$ cat config.mk
export PLATFORM = sky130hd
export DESIGN_NAME = alu_rs_flat
export DESIGN_NICKNAME = d
export VERILOG_FILES = /design/src/rtl/alu_rs_if.sv /design/src/rtl/alu_rs.sv /design/src/flat_wrapper.sv
export SDC_FILE = /design/constraint.sdc
export NUM_CORES = 2
export LEC_CHECK = 0
export CORE_ASPECT_RATIO = 1.75
export CORE_MARGIN = 3
export CORE_UTILIZATION = 41
export CTS_CLUSTER_DIAMETER = 200
export DETAILED_ROUTE_END_ITERATION = 8
export GPL_TIMING_DRIVEN = 0
export MAX_ROUTING_LAYER = met4
export RECOVER_POWER = 50
export SETUP_SLACK_MARGIN = 0.2
export SYNTH_ARGS = -nofsm -noshare
export SYNTH_HDL_FRONTEND = slang
export SYNTH_SLANG_ARGS = --single-unit
export TNS_END_PERCENT = 10
$ cat constraint.sdc
create_clock -name clk -period 3.4 [get_ports clk]
set_input_delay 0.68 -clock clk [delete_from_list [all_inputs] [get_ports clk]]
set_output_delay 0.68 -clock clk [all_outputs]
set_load 0.01 [all_outputs]
$ cat src/rtl/alu_rs_if.sv
// Issue, common-data-bus and dispatch signals of the ALU reservation station.
// The RS side uses the slave modport and the decoder/CDB/ALU side uses master.
interface alu_rs_if;
  // Handshake: alu_in_en is a one-cycle issue strobe with no ready return.
  // The issuer must hold off whenever rs_full=1. exec_en is a one-cycle valid
  // pulse toward the ALU, which always accepts it.
  logic        alu_in_en;
  logic [4:0]  alu_op_type;
  logic [4:0]  vdest_id;
  logic        op1_dependent;
  logic        op2_dependent;
  logic [31:0] op1;
  logic [31:0] op2;

  logic        cdb0_en;
  logic [4:0]  cdb0_id;
  logic [31:0] cdb0_val;
  logic        cdb1_en;
  logic [4:0]  cdb1_id;
  logic [31:0] cdb1_val;

  logic        rs_full;
  logic        exec_en;
  logic [4:0]  exec_op_type;
  logic [4:0]  exec_dest;
  logic [31:0] exec_op1;
  logic [31:0] exec_op2;

  modport slave (
    input  alu_in_en, alu_op_type, vdest_id, op1_dependent, op2_dependent, op1, op2,
    input  cdb0_en, cdb0_id, cdb0_val, cdb1_en, cdb1_id, cdb1_val,
    output rs_full, exec_en, exec_op_type, exec_dest, exec_op1, exec_op2
  );

  modport master (
    output alu_in_en, alu_op_type, vdest_id, op1_dependent, op2_dependent, op1, op2,
    output cdb0_en, cdb0_id, cdb0_val, cdb1_en, cdb1_id, cdb1_val,
    input  rs_full, exec_en, exec_op_type, exec_dest, exec_op1, exec_op2
  );
endinterface

$ cat src/rtl/alu_rs.sv
// Eight-entry ALU reservation station. It wakes operands from two CDB ports,
// allocates the lowest free slot and dispatches the lowest ready slot each cycle.
module alu_rs (
  input  logic    clk,
  input  logic    rst_n,
  input  logic    rob_rst,
  alu_rs_if.slave bus
);
  localparam int N = 8;

  typedef struct packed {
    logic        valid;
    logic [4:0]  op_type;
    logic [4:0]  dest;
    logic        q1_busy;
    logic [31:0] v1;
    logic        q2_busy;
    logic [31:0] v2;
  } ent_t;

  ent_t        ent_q [N];
  ent_t        ent_d [N];
  logic        exec_en_q, exec_en_d;
  logic [4:0]  exec_op_type_q, exec_op_type_d;
  logic [4:0]  exec_dest_q, exec_dest_d;
  logic [31:0] exec_op1_q, exec_op1_d;
  logic [31:0] exec_op2_q, exec_op2_d;

  logic [N-1:0] free_vec;
  logic [N-1:0] ready_vec;
  logic [3:0]   free_cnt;
  logic         alloc_found;
  logic [2:0]   alloc_idx;
  logic         disp_found;
  logic [2:0]   disp_idx;

  // Returns {busy, value}. A pending operand holds its tag in value[4:0],
  // and port 0 takes precedence when both ports broadcast that tag.
  function automatic logic [32:0] resolve_src(
    input logic        busy,
    input logic [31:0] val,
    input logic        c0_en,
    input logic [4:0]  c0_id,
    input logic [31:0] c0_val,
    input logic        c1_en,
    input logic [4:0]  c1_id,
    input logic [31:0] c1_val
  );
    logic [32:0] res;
    res = {busy, val};
    if (busy) begin
      if (c0_en && (c0_id == val[4:0])) begin
        res = {1'b0, c0_val};
      end else if (c1_en && (c1_id == val[4:0])) begin
        res = {1'b0, c1_val};
      end
    end
    return res;
  endfunction

  // Both scans read only the start-of-cycle state, so a slot freed by
  // dispatch this cycle is not handed out again until the next cycle.
  always_comb begin
    free_vec    = '0;
    ready_vec   = '0;
    free_cnt    = '0;
    alloc_found = 1'b0;
    alloc_idx   = '0;
    disp_found  = 1'b0;
    disp_idx    = '0;
    for (int i = 0; i < N; i++) begin
      free_vec[i]  = !ent_q[i].valid;
      ready_vec[i] = ent_q[i].valid && !ent_q[i].q1_busy && !ent_q[i].q2_busy;
      free_cnt     = free_cnt + 4'(free_vec[i]);
    end
    for (int i = N - 1; i >= 0; i--) begin
      if (free_vec[i]) begin
        alloc_found = 1'b1;
        alloc_idx   = 3'(i);
      end
      if (ready_vec[i]) begin
        disp_found = 1'b1;
        disp_idx   = 3'(i);
      end
    end
  end

  always_comb begin
    for (int i = 0; i < N; i++) begin
      ent_d[i] = ent_q[i];
    end
    exec_en_d      = 1'b0;
    exec_op_type_d = exec_op_type_q;
    exec_dest_d    = exec_dest_q;
    exec_op1_d     = exec_op1_q;
    exec_op2_d     = exec_op2_q;

    if (rob_rst) begin
      for (int i = 0; i < N; i++) begin
        ent_d[i].valid = 1'b0;
      end
    end else begin
      for (int i = 0; i < N; i++) begin
        if (ent_q[i].valid) begin
          {ent_d[i].q1_busy, ent_d[i].v1} = resolve_src(ent_q[i].q1_busy, ent_q[i].v1,
            bus.cdb0_en, bus.cdb0_id, bus.cdb0_val, bus.cdb1_en, bus.cdb1_id, bus.cdb1_val);
          {ent_d[i].q2_busy, ent_d[i].v2} = resolve_src(ent_q[i].q2_busy, ent_q[i].v2,
            bus.cdb0_en, bus.cdb0_id, bus.cdb0_val, bus.cdb1_en, bus.cdb1_id, bus.cdb1_val);
        end
      end

      if (disp_found) begin
        exec_en_d             = 1'b1;
        exec_op_type_d        = ent_q[disp_idx].op_type;
        exec_dest_d           = ent_q[disp_idx].dest;
        exec_op1_d            = ent_q[disp_idx].v1;
        exec_op2_d            = ent_q[disp_idx].v2;
        ent_d[disp_idx].valid = 1'b0;
      end

      // An incoming pending operand can be satisfied by this cycle's broadcast.
      if (bus.alu_in_en && alloc_found) begin
        ent_d[alloc_idx].valid   = 1'b1;
        ent_d[alloc_idx].op_type = bus.alu_op_type;
        ent_d[alloc_idx].dest    = bus.vdest_id;
        {ent_d[alloc_idx].q1_busy, ent_d[alloc_idx].v1} = resolve_src(bus.op1_dependent, bus.op1,
          bus.cdb0_en, bus.cdb0_id, bus.cdb0_val, bus.cdb1_en, bus.cdb1_id, bus.cdb1_val);
        {ent_d[alloc_idx].q2_busy, ent_d[alloc_idx].v2} = resolve_src(bus.op2_dependent, bus.op2,
          bus.cdb0_en, bus.cdb0_id, bus.cdb0_val, bus.cdb1_en, bus.cdb1_id, bus.cdb1_val);
      end
    end
  end

  always_ff @(posedge clk) begin
    if (!rst_n) begin
      for (int i = 0; i < N; i++) begin
        ent_q[i] <= '0;
      end
      exec_en_q      <= 1'b0;
      exec_op_type_q <= '0;
      exec_dest_q    <= '0;
      exec_op1_q     <= '0;
      exec_op2_q     <= '0;
    end else begin
      for (int i = 0; i < N; i++) begin
        ent_q[i] <= ent_d[i];
      end
      exec_en_q      <= exec_en_d;
      exec_op_type_q <= exec_op_type_d;
      exec_dest_q    <= exec_dest_d;
      exec_op1_q     <= exec_op1_d;
      exec_op2_q     <= exec_op2_d;
    end
  end

  // Two free slots are needed to absorb the decoder's one-cycle issue latency.
  assign bus.rs_full      = (free_cnt <= 4'd1);
  assign bus.exec_en      = exec_en_q;
  assign bus.exec_op_type = exec_op_type_q;
  assign bus.exec_dest    = exec_dest_q;
  assign bus.exec_op1     = exec_op1_q;
  assign bus.exec_op2     = exec_op2_q;
endmodule

$ cat src/flat_wrapper.sv
// flat-port wrapper written by rule: the top's interface ports become plain ports
module alu_rs_flat 
  (clk, rst_n, rob_rst, bus_alu_in_en, bus_alu_op_type, bus_vdest_id, bus_op1_dependent, bus_op2_dependent, bus_op1, bus_op2, bus_cdb0_en, bus_cdb0_id, bus_cdb0_val, bus_cdb1_en, bus_cdb1_id, bus_cdb1_val, bus_rs_full, bus_exec_en, bus_exec_op_type, bus_exec_dest, bus_exec_op1, bus_exec_op2);
  alu_rs_if bus_i ();
  input  logic clk;
  input  logic rst_n;
  input  logic rob_rst;
  input wire logic [$bits(bus_i.alu_in_en)-1:0] bus_alu_in_en;
  input wire logic [$bits(bus_i.alu_op_type)-1:0] bus_alu_op_type;
  input wire logic [$bits(bus_i.vdest_id)-1:0] bus_vdest_id;
  input wire logic [$bits(bus_i.op1_dependent)-1:0] bus_op1_dependent;
  input wire logic [$bits(bus_i.op2_dependent)-1:0] bus_op2_dependent;
  input wire logic [$bits(bus_i.op1)-1:0] bus_op1;
  input wire logic [$bits(bus_i.op2)-1:0] bus_op2;
  input wire logic [$bits(bus_i.cdb0_en)-1:0] bus_cdb0_en;
  input wire logic [$bits(bus_i.cdb0_id)-1:0] bus_cdb0_id;
  input wire logic [$bits(bus_i.cdb0_val)-1:0] bus_cdb0_val;
  input wire logic [$bits(bus_i.cdb1_en)-1:0] bus_cdb1_en;
  input wire logic [$bits(bus_i.cdb1_id)-1:0] bus_cdb1_id;
  input wire logic [$bits(bus_i.cdb1_val)-1:0] bus_cdb1_val;
  output wire logic [$bits(bus_i.rs_full)-1:0] bus_rs_full;
  output wire logic [$bits(bus_i.exec_en)-1:0] bus_exec_en;
  output wire logic [$bits(bus_i.exec_op_type)-1:0] bus_exec_op_type;
  output wire logic [$bits(bus_i.exec_dest)-1:0] bus_exec_dest;
  output wire logic [$bits(bus_i.exec_op1)-1:0] bus_exec_op1;
  output wire logic [$bits(bus_i.exec_op2)-1:0] bus_exec_op2;
  assign bus_i.alu_in_en = bus_alu_in_en;
  assign bus_i.alu_op_type = bus_alu_op_type;
  assign bus_i.vdest_id = bus_vdest_id;
  assign bus_i.op1_dependent = bus_op1_dependent;
  assign bus_i.op2_dependent = bus_op2_dependent;
  assign bus_i.op1 = bus_op1;
  assign bus_i.op2 = bus_op2;
  assign bus_i.cdb0_en = bus_cdb0_en;
  assign bus_i.cdb0_id = bus_cdb0_id;
  assign bus_i.cdb0_val = bus_cdb0_val;
  assign bus_i.cdb1_en = bus_cdb1_en;
  assign bus_i.cdb1_id = bus_cdb1_id;
  assign bus_i.cdb1_val = bus_cdb1_val;
  assign bus_rs_full = bus_i.rs_full;
  assign bus_exec_en = bus_i.exec_en;
  assign bus_exec_op_type = bus_i.exec_op_type;
  assign bus_exec_dest = bus_i.exec_dest;
  assign bus_exec_op1 = bus_i.exec_op1;
  assign bus_exec_op2 = bus_i.exec_op2;
  alu_rs u_core (.clk(clk), .rst_n(rst_n), .rob_rst(rob_rst), .bus(bus_i));
endmodule
### Word-level counts from Yosys, hierarchy flattened

Memory sizes are Yosys's and may differ from the RTL's. A register that Yosys moved wholly into a read port is not among the register bits.
Cells that the tools add are included.

* register bits: 1
* latch bits: 0
* memory bits (writable): 616
* bits in read-only memories: 0
* memories: 1

Memories
* u_core.ent_q: depth 8, bits a word 77, rd ports 9, clocked after Yosys merged registers in 1, wr ports 8, line alu_rs.sv:21 `ent_t ent_q [N];`

* add/sub/neg operators: 7
* $mul: 0
* div/mod/pow operators: 0
* $lt $le $gt $ge: 5
* eq/ne operators: 36
* shifts and indexed selects: 0
* multiplexer cells: 160
* bitwise gates (word level): 12
* reductions and logical operators: 82

Operators with widths (count)
* $bwmux 616: 8
* $mux 33: 59
* $demux 77 s3: 8
* $mux 616: 3
* $mux 66: 17
* $mux 77: 10
* $mux 76: 9
* $eq 5x5->1: 36
* $mux 71: 1
* $mux 65: 1
* $logic_and 1x1->1: 55
* $mux 3: 16
* $mux 32: 1
* $mux 1: 27
* $logic_not 1->1: 25
* $add 4x1->4: 6
* $ge 4x4->1 const B: 2
* $lt 4x1->1 const B: 2
* $not 3->4: 2
* $or 1x1->1: 8
* $le 4x1->1 const B: 1
* $add 1x1->2: 1
* $not 1->1: 2
* $reduce_and 2->1: 1
* $reduce_or 2->1: 1

### Depth between registers and ports, before layout

An unclocked memory read counts as a cell.

* word-level depth: 30
* mapped depth: 13

### Worst setup path after synthesis

No wires, ideal clock.

* kind: register to output
* start: memory u_core.ent_q[1][76] (netlist bit)
* end: output port bus_rs_full
* data arrival time: 3.114 ns
* path slack: -0.394 ns
* cell stages (with the launch flop): 14
* buffers on the path: 1
* cell sequence: dfxtp_1 -> clkbuf_1 -> inv_1 -> ha_1 -> fa_1 -> inv_1 -> fa_1 -> inv_1 -> fa_1 -> inv_1 -> fa_1 -> nor2_1 -> nand3_1 -> a21boi_0

RTL lines
* start, declared: line alu_rs.sv:21
* end, declared: line flat_wrapper.sv:21 `output wire logic [$bits(bus_i.rs_full)-1:0] bus_rs_full;`

==> impl_results.md <==
- GR peak layer: met2
- Initial core utilization: slightly above 40%
- Hold_sp: bus_alu_op_type[0]
- Worst Hold Class: in -> reg
- Ports: 232
- Sw Share: 29.9%
- Core region area: roughly 96000 um^2
- Cts bufs inserted: between 70 and 80
- CTS tree: built
- CTS Hold Bufs: 0
- # rows: 150
- Clock Path Buffers: 3
- RSZ-0062 raised after global routing: yes
- Main synth FF type: dfxtp_1
- Crit Reg-Reg Startpoint: u_core.ent_q[6][76]$_SDFF_PP0_
- Clk_skew: between 0.03 and 0.04 ns
- Met3 usage in global routing: 20.1%
- Int Pwr: 13.3 mW
- Post-synth EDFFs: 0
- Synthesized cell area: 39700 um^2
- Final max-slew violation count: 17
- Clock power frac: between 40 and 50%
- Met1 GRT Util: 58.0%
- Final wirelength: 276000 um
- Worst-Skew Late Latency: 0.71 ns
- Gp weighted congestion: 1.12
- Layout area overhead: 16.5%
- Final Hold Viols: 0
- Total Nets Final: around 5500
- Detailed-route via count: 49800
- Synth area leaders: dfxtp_1, o21ai_0, a221oi_1
- Commonest cells post-synth: dfxtp_1, nor2_1, clkbuf_1
- Place WS: -2.12 ns
- Die Ht: approximately 420 um
- DIE AREA: 101000 um^2
- Post-Synthesis Cells: 5128
- Post-Layout Inst Area: 46200 um^2
- Yosys synthesis warning count: 0
- DP Cell Count: 6505
- Largest net degree at the start of global routing: 14
- Met2 Use GR: 76.7%
- Netlist cell types: 74
- Status: complete, but fails checks
- WP data required: 4.02 ns
- PwrDens: 410 nW/um^2
- Vias in the first global route: 46200
- Logic gate share of total power: 11.4%
- Crit path max fanout: 10
- Max-cap violation count: 2
- Top-area cell type share of the netlist area: 34.9%
- Placed cell area: 43000 um^2
- Seq cells post-synth: 691
- Post-synthesis async set-or-reset flop share: 0%
- Net Count, Synth: ~5300
- Power Total: 19.0 mW
- Iteration-0 DRC Markers: 8681
- Period utilisation layout: 127%
- Sequential fraction of the synthesis area: 34.9%
- Maximum clock rate: 232 MHz
- Avg Cell Area, Syn: 7.74 um^2
- Antenna viol nets, final: 0
- First-pass GRT wire length: 373000 um
- Total track usage: 54.7%
- Crit. Startpoint: rob_rst
- Final min period: 4.31 ns
- Lkg Pwr: 15.7 nW
- Die width: 241 um
- Arr. time, crit path: 4.92 ns
- Setup Viol. Count Final: between 600 and 700
- Psw: 5.67 mW
- Startpoint types: input port
- Flop-to-flop setup slack: -0.45 ns
- Post-Layout Cell Count: 6684
- Cell taking the most area after synthesis: dfxtp_1
- Drt pass-1 iters: 9
- Layout cells sized above 1: 10.2%
- Flop pwr share: a little over two fifths
- Root buffer cell: clkbuf_16
- DRC viols: 2
- Detailed placement HPWL: 196000 um
- Drt wl/cell: 41.3 um
- Worst Slack Setup Final: -0.906 ns
- H-tree depth: 3
- Worst-path clk slew: 0.08 ns
- Most common cell in the netlist: dfxtp_1
- Worst VDD drop: 581 uV
- WS Path Type: in -> reg
- Grt ovf: 0
- Failing checks: DRC, capacitance limit, slew limit, setup timing
- Port bufs: approximately 150
- Sink Count: 691
- Initial antenna violation count: 21
- CP Capture Type: register
- Slew @ Worst Pin: around 1.6 ns
- Worst slew margin relative to its limit: -8.96%
- Via density: 7.45
==> worst max-delay path, cell delays in order <==
cell and delay [ns]:
dlygate4sd3_1 0.66, clkinvlp_2 0.51, nand2_1 0.69, nor2_1 0.88
buf_8 0.28, clkbuf_1 0.87, a22oi_1 0.20, o21ai_0 0.12
==> registers in the layout, summed over array words and instances, names as in the netlist <==
| name | count |
|---|---|
| u_core.ent_q | 616 |
| u_core.bus.exec_op1 | 32 |
| u_core.bus.exec_op2 | 32 |
| u_core.bus.exec_dest | 5 |
| u_core.bus.exec_op_type | 5 |
| u_core.bus.exec_en | 1 |
==> power by group through the flow <==
stage                     Combinational (mW)  Clock, mW  Sequential (mW)
after CTS                               2.01       8.43             8.25
final                                   2.17       8.56             8.25
after global placement                  1.97          0             8.43
after floorplan                        0.996          0             8.41
after global routing                    2.17       8.70             8.25
after detailed placement                1.99          0             8.43
==> final cells by class <==
type	count	area (um^2)
tap	1216	1520
clock buffer	109	2110
buffer	686	3270
antenna	42	105
fill	9738	49500
sequential	691	13800
clock inverter	18	246
inverter	57	225
multi-input combinational	3693	23200
timing repair buffer	172	1780
==> path summary, 6_finish.rpt <==
path | endpoint | cells after the start
worst max-delay path | u_core.ent_q[1][0]$_SDFFE_PN0N_ | 8
worst min-delay path | u_core.ent_q[5][71]$_SDFFE_PN0P_ | 3
worst max register to register | u_core.ent_q[5][19]$_SDFFE_PN0N_ | 9
worst min register to register | u_core.ent_q[2][73]$_SDFFE_PN0P_ | 2
==> per-stage QoR <==
stage	TNS [ns]	hold WS, ns	utilization, %
after global placement	-941.21	0.437	44.6
after CTS	-0.949	0.335	47.9
after global routing	-223.50	0.358	48.3
after detailed placement	-846.04	0.443	44.9
after floorplan	-0.0308	0.426	-
final	-285.29	0.342	48.3
==> metal layers <==
metal	share of wire [%]	up-vias
met1	33	23900
li1	-	19900
met5	0	-
met3	12	1545
met4	12	0
met2	42	4518
==> kinds of logic (layout without fill, tap and decap cells) <==
kind of cell	after synthesis	after routing	share of synthesized area (%)
fa+ha+maj	7	7	0.296
simple gates	1239	1239	13.0
flops	691	691	34.9
other cells	0	42	0
xor+xnor	180	180	4.01
compound gates	2267	2267	40.0
buf+inv	744	1042	7.86
==> placed cells by master, fill, tap and decap left out, types with 71 or more instances in the layout <==
| cell | count |
|---|---|
| o211ai_1 | 99 |
| xor2_1 | 116 |
| a221oi_1 | 278 |
| a21oi_1 | 325 |
| o221ai_1 | 109 |
| nand2_1 | 424 |
| clkbuf_2 | 107 |
| clkbuf_16 | 75 |
| dlygate4sd3_1 | 76 |
| o21ai_1 | 71 |
| dfxtp_1 | 687 |
| a22oi_1 | 310 |
| nor2_1 | 584 |
| a221o_1 | 199 |
| buf_2 | 108 |
| clkbuf_1 | 409 |
| o21ai_0 | 509 |
| a211oi_1 | 94 |
==> repair_timing <==
| action | CTS | global route |
|---|---|---|
| buffers inserted | 7 | 4 |
| setup endpoints to repair | 665 | 497 |
| pin swaps | 8 | 11 |
| gates resized for setup | 196 | 176 |
No activity file was read; power rests on OpenSTA's default activity.
